--- src/rtl/cpu_pipe_pkg.sv ---
// Shared pipeline definitions: default datapath widths and the WB control
// bundle carried by the MEM/WB register.
package cpu_pipe_pkg;

  localparam int DATA_W = 32;
  localparam int REG_AW = 5;

  // Control bits that travel with an instruction into the WB stage.
  typedef struct packed {
    logic valid;
    logic mem2r;
    logic regw;
  } wb_ctrl_t;

  localparam int WB_CTRL_W = $bits(wb_ctrl_t);

endpackage : cpu_pipe_pkg

--- src/rtl/mem_wb_stage_if.sv ---
// MEM/WB stage bus: MEM-side inputs, pipeline control and WB-side outputs.
// master = upstream pipeline control / MEM stage, slave = the MEM/WB register.
interface mem_wb_stage_if
  import cpu_pipe_pkg::*;
#(
  parameter int DW = DATA_W,
  parameter int AW = REG_AW
);

  // pipeline control
  logic          Stall;
  logic          Flush;

  // MEM side
  logic          Valid_MEM;
  logic          Mem2R_MEM;
  logic          RegW_MEM;
  logic [DW-1:0] dmDataOut;
  logic [DW-1:0] aluDataOut_MEM;
  logic [AW-1:0] MEM_rfWeSel;

  // WB side
  logic          Valid_WB;
  logic          Mem2R_WB;
  logic          RegW_WB;
  logic [DW-1:0] dmDataOut_WB;
  logic [DW-1:0] aluDataOut_WB;
  logic [AW-1:0] WB_rfWeSel;
  logic [DW-1:0] wbData_WB;
  logic          RegWe_WB;

  modport master (
    output Stall, Flush, Valid_MEM, Mem2R_MEM, RegW_MEM,
           dmDataOut, aluDataOut_MEM, MEM_rfWeSel,
    input  Valid_WB, Mem2R_WB, RegW_WB, dmDataOut_WB, aluDataOut_WB,
           WB_rfWeSel, wbData_WB, RegWe_WB
  );

  modport slave (
    input  Stall, Flush, Valid_MEM, Mem2R_MEM, RegW_MEM,
           dmDataOut, aluDataOut_MEM, MEM_rfWeSel,
    output Valid_WB, Mem2R_WB, RegW_WB, dmDataOut_WB, aluDataOut_WB,
           WB_rfWeSel, wbData_WB, RegWe_WB
  );

endinterface : mem_wb_stage_if

--- src/rtl/pipe_reg.sv ---
// Generic pipeline register with asynchronous reset, synchronous clear and
// hold. Precedence at a clock edge: reset, then clear, then hold, else load.
module pipe_reg #(
  parameter int W = 1
) (
  input  logic         Clk,
  input  logic         Rst,
  input  logic         hold,
  input  logic         clear,
  input  logic [W-1:0] d,
  output logic [W-1:0] q
);

  logic [W-1:0] q_reg;

  // State register: reset wins, clear inserts zeros, hold keeps contents.
  always_ff @(posedge Clk or posedge Rst) begin
    if (Rst) begin
      q_reg <= '0;
    end else if (clear) begin
      q_reg <= '0;
    end else if (!hold) begin
      q_reg <= d;
    end
  end

  assign q = q_reg;

endmodule : pipe_reg

--- src/rtl/mem_wb_stage.sv ---
// MEM/WB pipeline register with valid bit, stall/flush control and the final
// write-back mux plus qualified register-file write enable.
// Optional retire counter (RetireCnt port) enabled by MEMWB_RETIRE_CNT_EN.
module mem_wb_stage
  import cpu_pipe_pkg::*;
#(
  parameter int DW           = DATA_W,
  parameter int AW           = REG_AW,
  parameter bit R0_HARDWIRED = 1'b1,
  parameter int CW           = 32
) (
  input  logic          Clk,
  input  logic          Rst,
  mem_wb_stage_if.slave bus
`ifdef MEMWB_RETIRE_CNT_EN
  ,
  output logic [CW-1:0] RetireCnt
`endif
);

  localparam int DATA_REG_W = 2 * DW + AW;

  // Reject nonsensical widths at elaboration time.
  if (DW < 1 || AW < 1 || CW < 1) begin : g_param_check
    $error("mem_wb_stage: DW, AW and CW must all be positive");
  end

  // ---------------------------------------------------------------------
  // Control bits: a flush clears them (bubble), a stall holds them.
  // ---------------------------------------------------------------------
  wb_ctrl_t ctrl_next;
  wb_ctrl_t ctrl_reg;

  assign ctrl_next.valid = bus.Valid_MEM;
  assign ctrl_next.mem2r = bus.Mem2R_MEM;
  assign ctrl_next.regw  = bus.RegW_MEM;

  pipe_reg #(.W(WB_CTRL_W)) u_ctrl_reg (
    .Clk   (Clk),
    .Rst   (Rst),
    .hold  (bus.Stall),
    .clear (bus.Flush),
    .d     (ctrl_next),
    .q     (ctrl_reg)
  );

  // ---------------------------------------------------------------------
  // Data and destination address: never cleared. A flushed slot is
  // invalid, so its data is don't-care and simply keeps the old contents.
  // ---------------------------------------------------------------------
  logic [DATA_REG_W-1:0] data_next;
  logic [DATA_REG_W-1:0] data_reg;

  assign data_next = {bus.dmDataOut, bus.aluDataOut_MEM, bus.MEM_rfWeSel};

  pipe_reg #(.W(DATA_REG_W)) u_data_reg (
    .Clk   (Clk),
    .Rst   (Rst),
    .hold  (bus.Stall | bus.Flush),
    .clear (1'b0),
    .d     (data_next),
    .q     (data_reg)
  );

  assign bus.Valid_WB      = ctrl_reg.valid;
  assign bus.Mem2R_WB      = ctrl_reg.mem2r;
  assign bus.RegW_WB       = ctrl_reg.regw;
  assign bus.dmDataOut_WB  = data_reg[DATA_REG_W-1 -: DW];
  assign bus.aluDataOut_WB = data_reg[AW +: DW];
  assign bus.WB_rfWeSel    = data_reg[AW-1:0];

  // ---------------------------------------------------------------------
  // Write-back outputs, purely from registered state.
  // ---------------------------------------------------------------------
  logic dest_ok;

  if (R0_HARDWIRED) begin : g_r0_hard
    assign dest_ok = (data_reg[AW-1:0] != '0);
  end else begin : g_r0_soft
    assign dest_ok = 1'b1;
  end

  assign bus.wbData_WB = ctrl_reg.mem2r ? data_reg[DATA_REG_W-1 -: DW]
                                        : data_reg[AW +: DW];
  // Stays asserted while the stage is held; repeated RF writes are harmless.
  assign bus.RegWe_WB  = ctrl_reg.regw & ctrl_reg.valid & dest_ok;

`ifdef MEMWB_RETIRE_CNT_EN
  logic [CW-1:0] retire_cnt_reg;

  // Count valid instructions entering WB on a plain load edge; wraps naturally.
  always_ff @(posedge Clk or posedge Rst) begin
    if (Rst) begin
      retire_cnt_reg <= '0;
    end else if (!bus.Flush && !bus.Stall && bus.Valid_MEM) begin
      retire_cnt_reg <= retire_cnt_reg + CW'(1);
    end
  end

  assign RetireCnt = retire_cnt_reg;
`endif

endmodule : mem_wb_stage

--- src/flat_wrapper.sv ---
// flat-port wrapper written by rule: the top's interface ports become plain ports
module mem_wb_stage_flat import cpu_pipe_pkg::*;
#(
  parameter int DW           = DATA_W,
  parameter int AW           = REG_AW,
  parameter bit R0_HARDWIRED = 1'b1,
  parameter int CW           = 32
)
  (Clk, Rst, bus_Stall, bus_Flush, bus_Valid_MEM, bus_Mem2R_MEM, bus_RegW_MEM, bus_dmDataOut, bus_aluDataOut_MEM, bus_MEM_rfWeSel, bus_Valid_WB, bus_Mem2R_WB, bus_RegW_WB, bus_dmDataOut_WB, bus_aluDataOut_WB, bus_WB_rfWeSel, bus_wbData_WB, bus_RegWe_WB);
  mem_wb_stage_if #(.DW(DW), .AW(AW)) bus_i ();
  input  logic Clk;
  input  logic Rst;
  input wire logic [$bits(bus_i.Stall)-1:0] bus_Stall;
  input wire logic [$bits(bus_i.Flush)-1:0] bus_Flush;
  input wire logic [$bits(bus_i.Valid_MEM)-1:0] bus_Valid_MEM;
  input wire logic [$bits(bus_i.Mem2R_MEM)-1:0] bus_Mem2R_MEM;
  input wire logic [$bits(bus_i.RegW_MEM)-1:0] bus_RegW_MEM;
  input wire logic [$bits(bus_i.dmDataOut)-1:0] bus_dmDataOut;
  input wire logic [$bits(bus_i.aluDataOut_MEM)-1:0] bus_aluDataOut_MEM;
  input wire logic [$bits(bus_i.MEM_rfWeSel)-1:0] bus_MEM_rfWeSel;
  output wire logic [$bits(bus_i.Valid_WB)-1:0] bus_Valid_WB;
  output wire logic [$bits(bus_i.Mem2R_WB)-1:0] bus_Mem2R_WB;
  output wire logic [$bits(bus_i.RegW_WB)-1:0] bus_RegW_WB;
  output wire logic [$bits(bus_i.dmDataOut_WB)-1:0] bus_dmDataOut_WB;
  output wire logic [$bits(bus_i.aluDataOut_WB)-1:0] bus_aluDataOut_WB;
  output wire logic [$bits(bus_i.WB_rfWeSel)-1:0] bus_WB_rfWeSel;
  output wire logic [$bits(bus_i.wbData_WB)-1:0] bus_wbData_WB;
  output wire logic [$bits(bus_i.RegWe_WB)-1:0] bus_RegWe_WB;
  assign bus_i.Stall = bus_Stall;
  assign bus_i.Flush = bus_Flush;
  assign bus_i.Valid_MEM = bus_Valid_MEM;
  assign bus_i.Mem2R_MEM = bus_Mem2R_MEM;
  assign bus_i.RegW_MEM = bus_RegW_MEM;
  assign bus_i.dmDataOut = bus_dmDataOut;
  assign bus_i.aluDataOut_MEM = bus_aluDataOut_MEM;
  assign bus_i.MEM_rfWeSel = bus_MEM_rfWeSel;
  assign bus_Valid_WB = bus_i.Valid_WB;
  assign bus_Mem2R_WB = bus_i.Mem2R_WB;
  assign bus_RegW_WB = bus_i.RegW_WB;
  assign bus_dmDataOut_WB = bus_i.dmDataOut_WB;
  assign bus_aluDataOut_WB = bus_i.aluDataOut_WB;
  assign bus_WB_rfWeSel = bus_i.WB_rfWeSel;
  assign bus_wbData_WB = bus_i.wbData_WB;
  assign bus_RegWe_WB = bus_i.RegWe_WB;
  mem_wb_stage #(.DW(DW), .AW(AW), .R0_HARDWIRED(R0_HARDWIRED), .CW(CW)) u_core (.Clk(Clk), .Rst(Rst), .bus(bus_i));
endmodule
--- config.mk ---
export PLATFORM = sky130hd
export DESIGN_NAME = mem_wb_stage_flat
export DESIGN_NICKNAME = d
export VERILOG_FILES = /design/src/rtl/cpu_pipe_pkg.sv /design/src/rtl/mem_wb_stage_if.sv /design/src/rtl/pipe_reg.sv /design/src/rtl/mem_wb_stage.sv /design/src/flat_wrapper.sv
export SDC_FILE = /design/constraint.sdc
export NUM_CORES = 1
export LEC_CHECK = 0
export CORE_AREA = 2 2 100 102
export DETAILED_ROUTE_END_ITERATION = 8
export DIE_AREA = 0 0 102 104
export GPL_ROUTABILITY_DRIVEN = 0
export PLACE_DENSITY_LB_ADDON = 0.05
export SYNTH_ARGS = -nofsm -noshare
export SYNTH_HDL_FRONTEND = slang
export SYNTH_SLANG_ARGS = --single-unit
--- constraint.sdc ---
create_clock -name Clk -period 2.55 [get_ports Clk]
set_clock_uncertainty 0.05 [all_clocks]
set_input_delay 0.6375 -clock Clk [delete_from_list [all_inputs] [get_ports Clk]]
set_output_delay 0.6375 -clock Clk [all_outputs]
set_load 0.01 [all_outputs]
Word level (Yosys, flattened, before mapping):

Cells that the tools add are included.

* input port bits: 76
* output and inout bits: 105
* logic and storage cells: 10
* register bits: 72

* bitwise logic cells: 3
* mux-type cells: 3
* equality and inequality tests: 1
* reductions and logical operators: 1

Operator list (count)
* $mux 32: 1
* $mux 3: 2
* $reduce_bool 5->1: 1
* $and 1x1->1: 2
* $ne 2x1->1 const B: 1
* $or 1x1->1: 1

Logic depth before layout (Yosys ltp):

* word-level depth: 2
* mapped depth: 5
* mapped depth without buffers: 2

Modules after synthesis:

From an unflattened synthesis, not the netlist that was laid out.

* cell total of the unflattened synthesis: 274
* area total of the unflattened synthesis: 3337.0 um^2

By module, submodules not included
* pipe_reg (u_core.u_data_reg): cells an instance 224, area each 2788.9 um^2, instances 1, seq. area each 1726.7 um^2
* mem_wb_stage: cells an instance 40, area each 427.9 um^2, instances 1, seq. area each 0.0 um^2
* pipe_reg (u_core.u_ctrl_reg): cells an instance 10, area each 120.1 um^2, instances 1, seq. area each 75.1 um^2

Least setup slack after synthesis:

OpenSTA, ideal clock, no wires.

* kind: register to output
* start point: register u_core.u_ctrl_reg.q_reg[1], in the netlist u_core.u_ctrl_reg.q[1]
* end point: output port bus_wbData_WB[0]
* buffers on the path: 2
* required time: 1862 ps
* cell stages (with the launch flop): 4
* setup slack: 673 ps
* arrival: 1189 ps
* cells stage by stage: dfrtp_1 clkbuf_1 buf_2 mux2_2

* cells in the longest elaborated chain, start to end: 1

RTL lines
* start, declared: line pipe_reg.sv:14 `logic [W-1:0] q_reg;`
* start signal, assigned: line pipe_reg.sv:19 `q_reg <= '0;`
* start signal, assigned: line pipe_reg.sv:21 `q_reg <= '0;`
* start signal, assigned: line pipe_reg.sv:23 `q_reg <= d;`
* $mux 32: line mem_wb_stage.sv:83 `assign bus.wbData_WB = ctrl_reg.mem2r ? data_reg[DATA_REG_W-1 -: DW]`
* end, declared: line flat_wrapper.sv:27 `output wire logic [$bits(bus_i.wbData_WB)-1:0] bus_wbData_WB;`

Every way passes these cells.

Worst setup path in the final report:

* start point: register u_core.u_ctrl_reg.q_reg[1], in the netlist u_core.u_ctrl_reg.q[1]
* end point: output port bus_wbData_WB[4]

The elaborated chain is that of the path after synthesis.

==> qor.csv <==
metric,value,unit
rsz0062_at_grt,false,
row_count,36,
clock-root-buffer,clkbuf_8,
numClockSinks,72,
placeableCoreArea,9550,um^2
die_x,102,um
fin_tns_setup,0,ns
final_antenna_net_count,0,
post-cts-setup-buffer-count,0,
post_route_cells_drive_above_1_share,32.6,%
final_cell_area,5360,um^2
die_area,10600,um^2
cts.clk_slew.worst_paths,0.07,ns
timing.critical_path.max_delay_family,buffers and inverters,
flip_flop_count_of_the_largest_register_after_layout,69,
initial_utilization,32.9,%
layout-area-overhead-vs-synth,70.5,%
critical_path.n_buffers_inverters,2,
signal_arrival_time_at_the_worst_endpoint,1.80,ns
ordered_list_of_cells_on_the_worst_path,"clkbuf_16, mux2_2, clkdlybuf4s50_1",
design.final.nets,456,
dieHeight,104,um
drv.max_cap_violation_count,0,
cts_tree,built,
status,finished clean,
io_pins,181,
h-tree-depth,3,
place_area,5120,um^2
routed-via-count,2336,
worst_hold_path_type,reg2reg,
grt_remaining_overflow,0,
worst_setup_path_category,reg2out,
numPortBuffers,180,
grt_antenna_before_repair,0,
grt_first_pass_wirelength,12.8,mm
dp_hpwl,5.97,mm
maximum_fanout_count_along_the_critical_path,17,
max-clock-path-buffers,2,
critPathMaxStageDelay,0.49,ns
final.period_utilization,97.6,%
remaining_drc_errors,0,
critPathRequiredTime,1.86,ns
post_synth.cell_area_avg,16.1,um^2
tritoncts.num_buffers,9,
slew_headroom,73.5,%
setup_violating_endpoint_count_in_the_final_report,0,
finalWirelength,8.48,mm
synth_nets,271,
max_slew.worst_pin.slew,0.397,ns
synth.cell_area,3140,um^2
finalCriticalPeriod,2.49,ns
timing.final.max_slew_violations,0,
groute.usage.overall,15.5,%
worst_path_max_delay_cell,clkdlybuf4s50_1,
power.total,3.57,mW
critical_path.startpoint_type,register,
critical_path_endpoint_category,output port,
final_hold_viol_count,0,
synth_seq_area_share,57.3,%
pin_count_of_the_biggest_net_entering_global_routing,49,
n_antenna_cell,0,
synthesis.yosys.warnings,0,
drt_pre_antenna_iters,3,
post_synth_inst_count,195,
synthesis_stage_register_bit_count,72,
p_per_area,667,nW/um^2
route.detailed.wl_per_inst,16.4,um
max_freq,402,MHz
clkLatencyLatePin,0.34,ns
first_global_vias,2470,
distinct_cell_type_count_of_the_synthesized_netlist,14,
total_leakage_power,2.17,nW
ir_drop_worst_case_vdd,0.000342,V
post_cts_hold_buffer_count,0,
avgViaCountPerCell,4.52,
drtIter0Drc,28,
logic make-up after synthesis:
| logic type | Yosys count | synth area share [%] |
|---|---|---|
| multiplexers | 104 | 38.3 |
| flip-flops | 72 | 57.3 |
| buffers and inverters | 13 | 3.14 |
| AND/OR/NAND/NOR | 5 | 0.915 |
| AO/OA/AOI/OAI | 1 | 0.318 |
per-layer routing:
layer / GRT usage (%) / vias to the layer above / share of wire, %
li1: - / 1073 / -
met4: 3.90 / 0 / 1.0
met5: 0 / - / 0
met3: 5.98 / 8 / 8.2
met2: 25.1 / 106 / 49
met1: 19.4 / 1149 / 41
worst reg2reg max path, stage by stage, from the launching register on:
cell,delay (ns)
dfrtp_2,0.44
clkbuf_16,0.21
mux2i_1,0.15
nor2_1,0.07
final timing paths:
path	cells after the start	slack, ns	to	from
worst max-delay path	3	0.06	bus_wbData_WB[4]	u_core.u_ctrl_reg.q[1]$_DFFE_PP0P_
worst min-delay path	1	0.48	u_core.u_data_reg.q[34]$_DFFE_PP0N_	u_core.u_data_reg.q[34]$_DFFE_PP0N_
worst max register to register	3	1.51	u_core.u_ctrl_reg.q[1]$_DFFE_PP0P_	u_core.u_ctrl_reg.q[1]$_DFFE_PP0P_
worst min register to register	1	0.48	u_core.u_data_reg.q[34]$_DFFE_PP0N_	u_core.u_data_reg.q[34]$_DFFE_PP0N_
max in group asynchronous	3	1.39	u_core.u_data_reg.q[52]$_DFFE_PP0N_	Rst
min in group asynchronous	2	0.57	u_core.u_data_reg.q[3]$_DFFE_PP0N_	Rst
cells in the final DEF, fill, tap and decap left out:
cell type and count:
dfrtp_1 71, clkinv_4 1, nor2_1 3, dlygate4sd2_1 1, clkinv_2 1, mux2_2 91
or3_1 1, clkdlybuf4s50_1 179, nor2_4 1, o311a_1 1, dfrtp_2 1, buf_12 5
clkinvlp_4 1, mux2i_1 3, mux2_4 10, inv_2 1, clkbuf_16 1, bufinv_16 2
clkbuf_8 10
Yosys cell counts:
master / instances / area share [%]
mux2i_1: 3 / 0.96
mux2_2: 91 / 33
nor2_4: 1 / 0.36
o311a_1: 1 / 0.32
mux2_4: 10 / 4.8
nor2_1: 3 / 0.36
buf_4: 6 / 1.4
buf_2: 3 / 0.48
inv_1: 1 / 0.12
dfrtp_1: 72 / 57
buf_12: 1 / 0.64
clkbuf_1: 1 / 0.12
or3_1: 1 / 0.20
buf_6: 1 / 0.36
cell type report:
| type | count | area (um^2) |
|---|---|---|
| sequential | 72 | 1800 |
| fill | 854 | 4190 |
| multi-input combinational | 110 | 1240 |
| clock buffer | 10 | 138 |
| inverter | 1 | 3.75 |
| tap | 133 | 166 |
| clock inverter | 5 | 81.3 |
| timing repair buffer | 186 | 1930 |
what timing repair did:
action / CTS / global route
pin swaps: 0 / 0
gates cloned: 0 / 1
gates resized for setup: 1 / 1
setup endpoints to repair: 1 / 10
report_power, final:
part / switching, mW / internal, mW
clock: 0.427 / 0.572
sequential: 0.131 / 1.31
combinational: 0.377 / 0.761
metrics by stage:
step           instances  utilization, %  setup WS [ns]  hold WS (ns)
2_1_floorplan        195               -         0.0376         0.514
3_3_place_gp         501            53.6          0.318         0.458
3_5_place_dp         501            53.6          0.295         0.469
4_1_cts              516            55.9         0.0184         0.487
5_1_grt              517            56.1         0.0128         0.510
6_report             517            56.1         0.0624         0.483
Power figures use the tool's default switching activity.
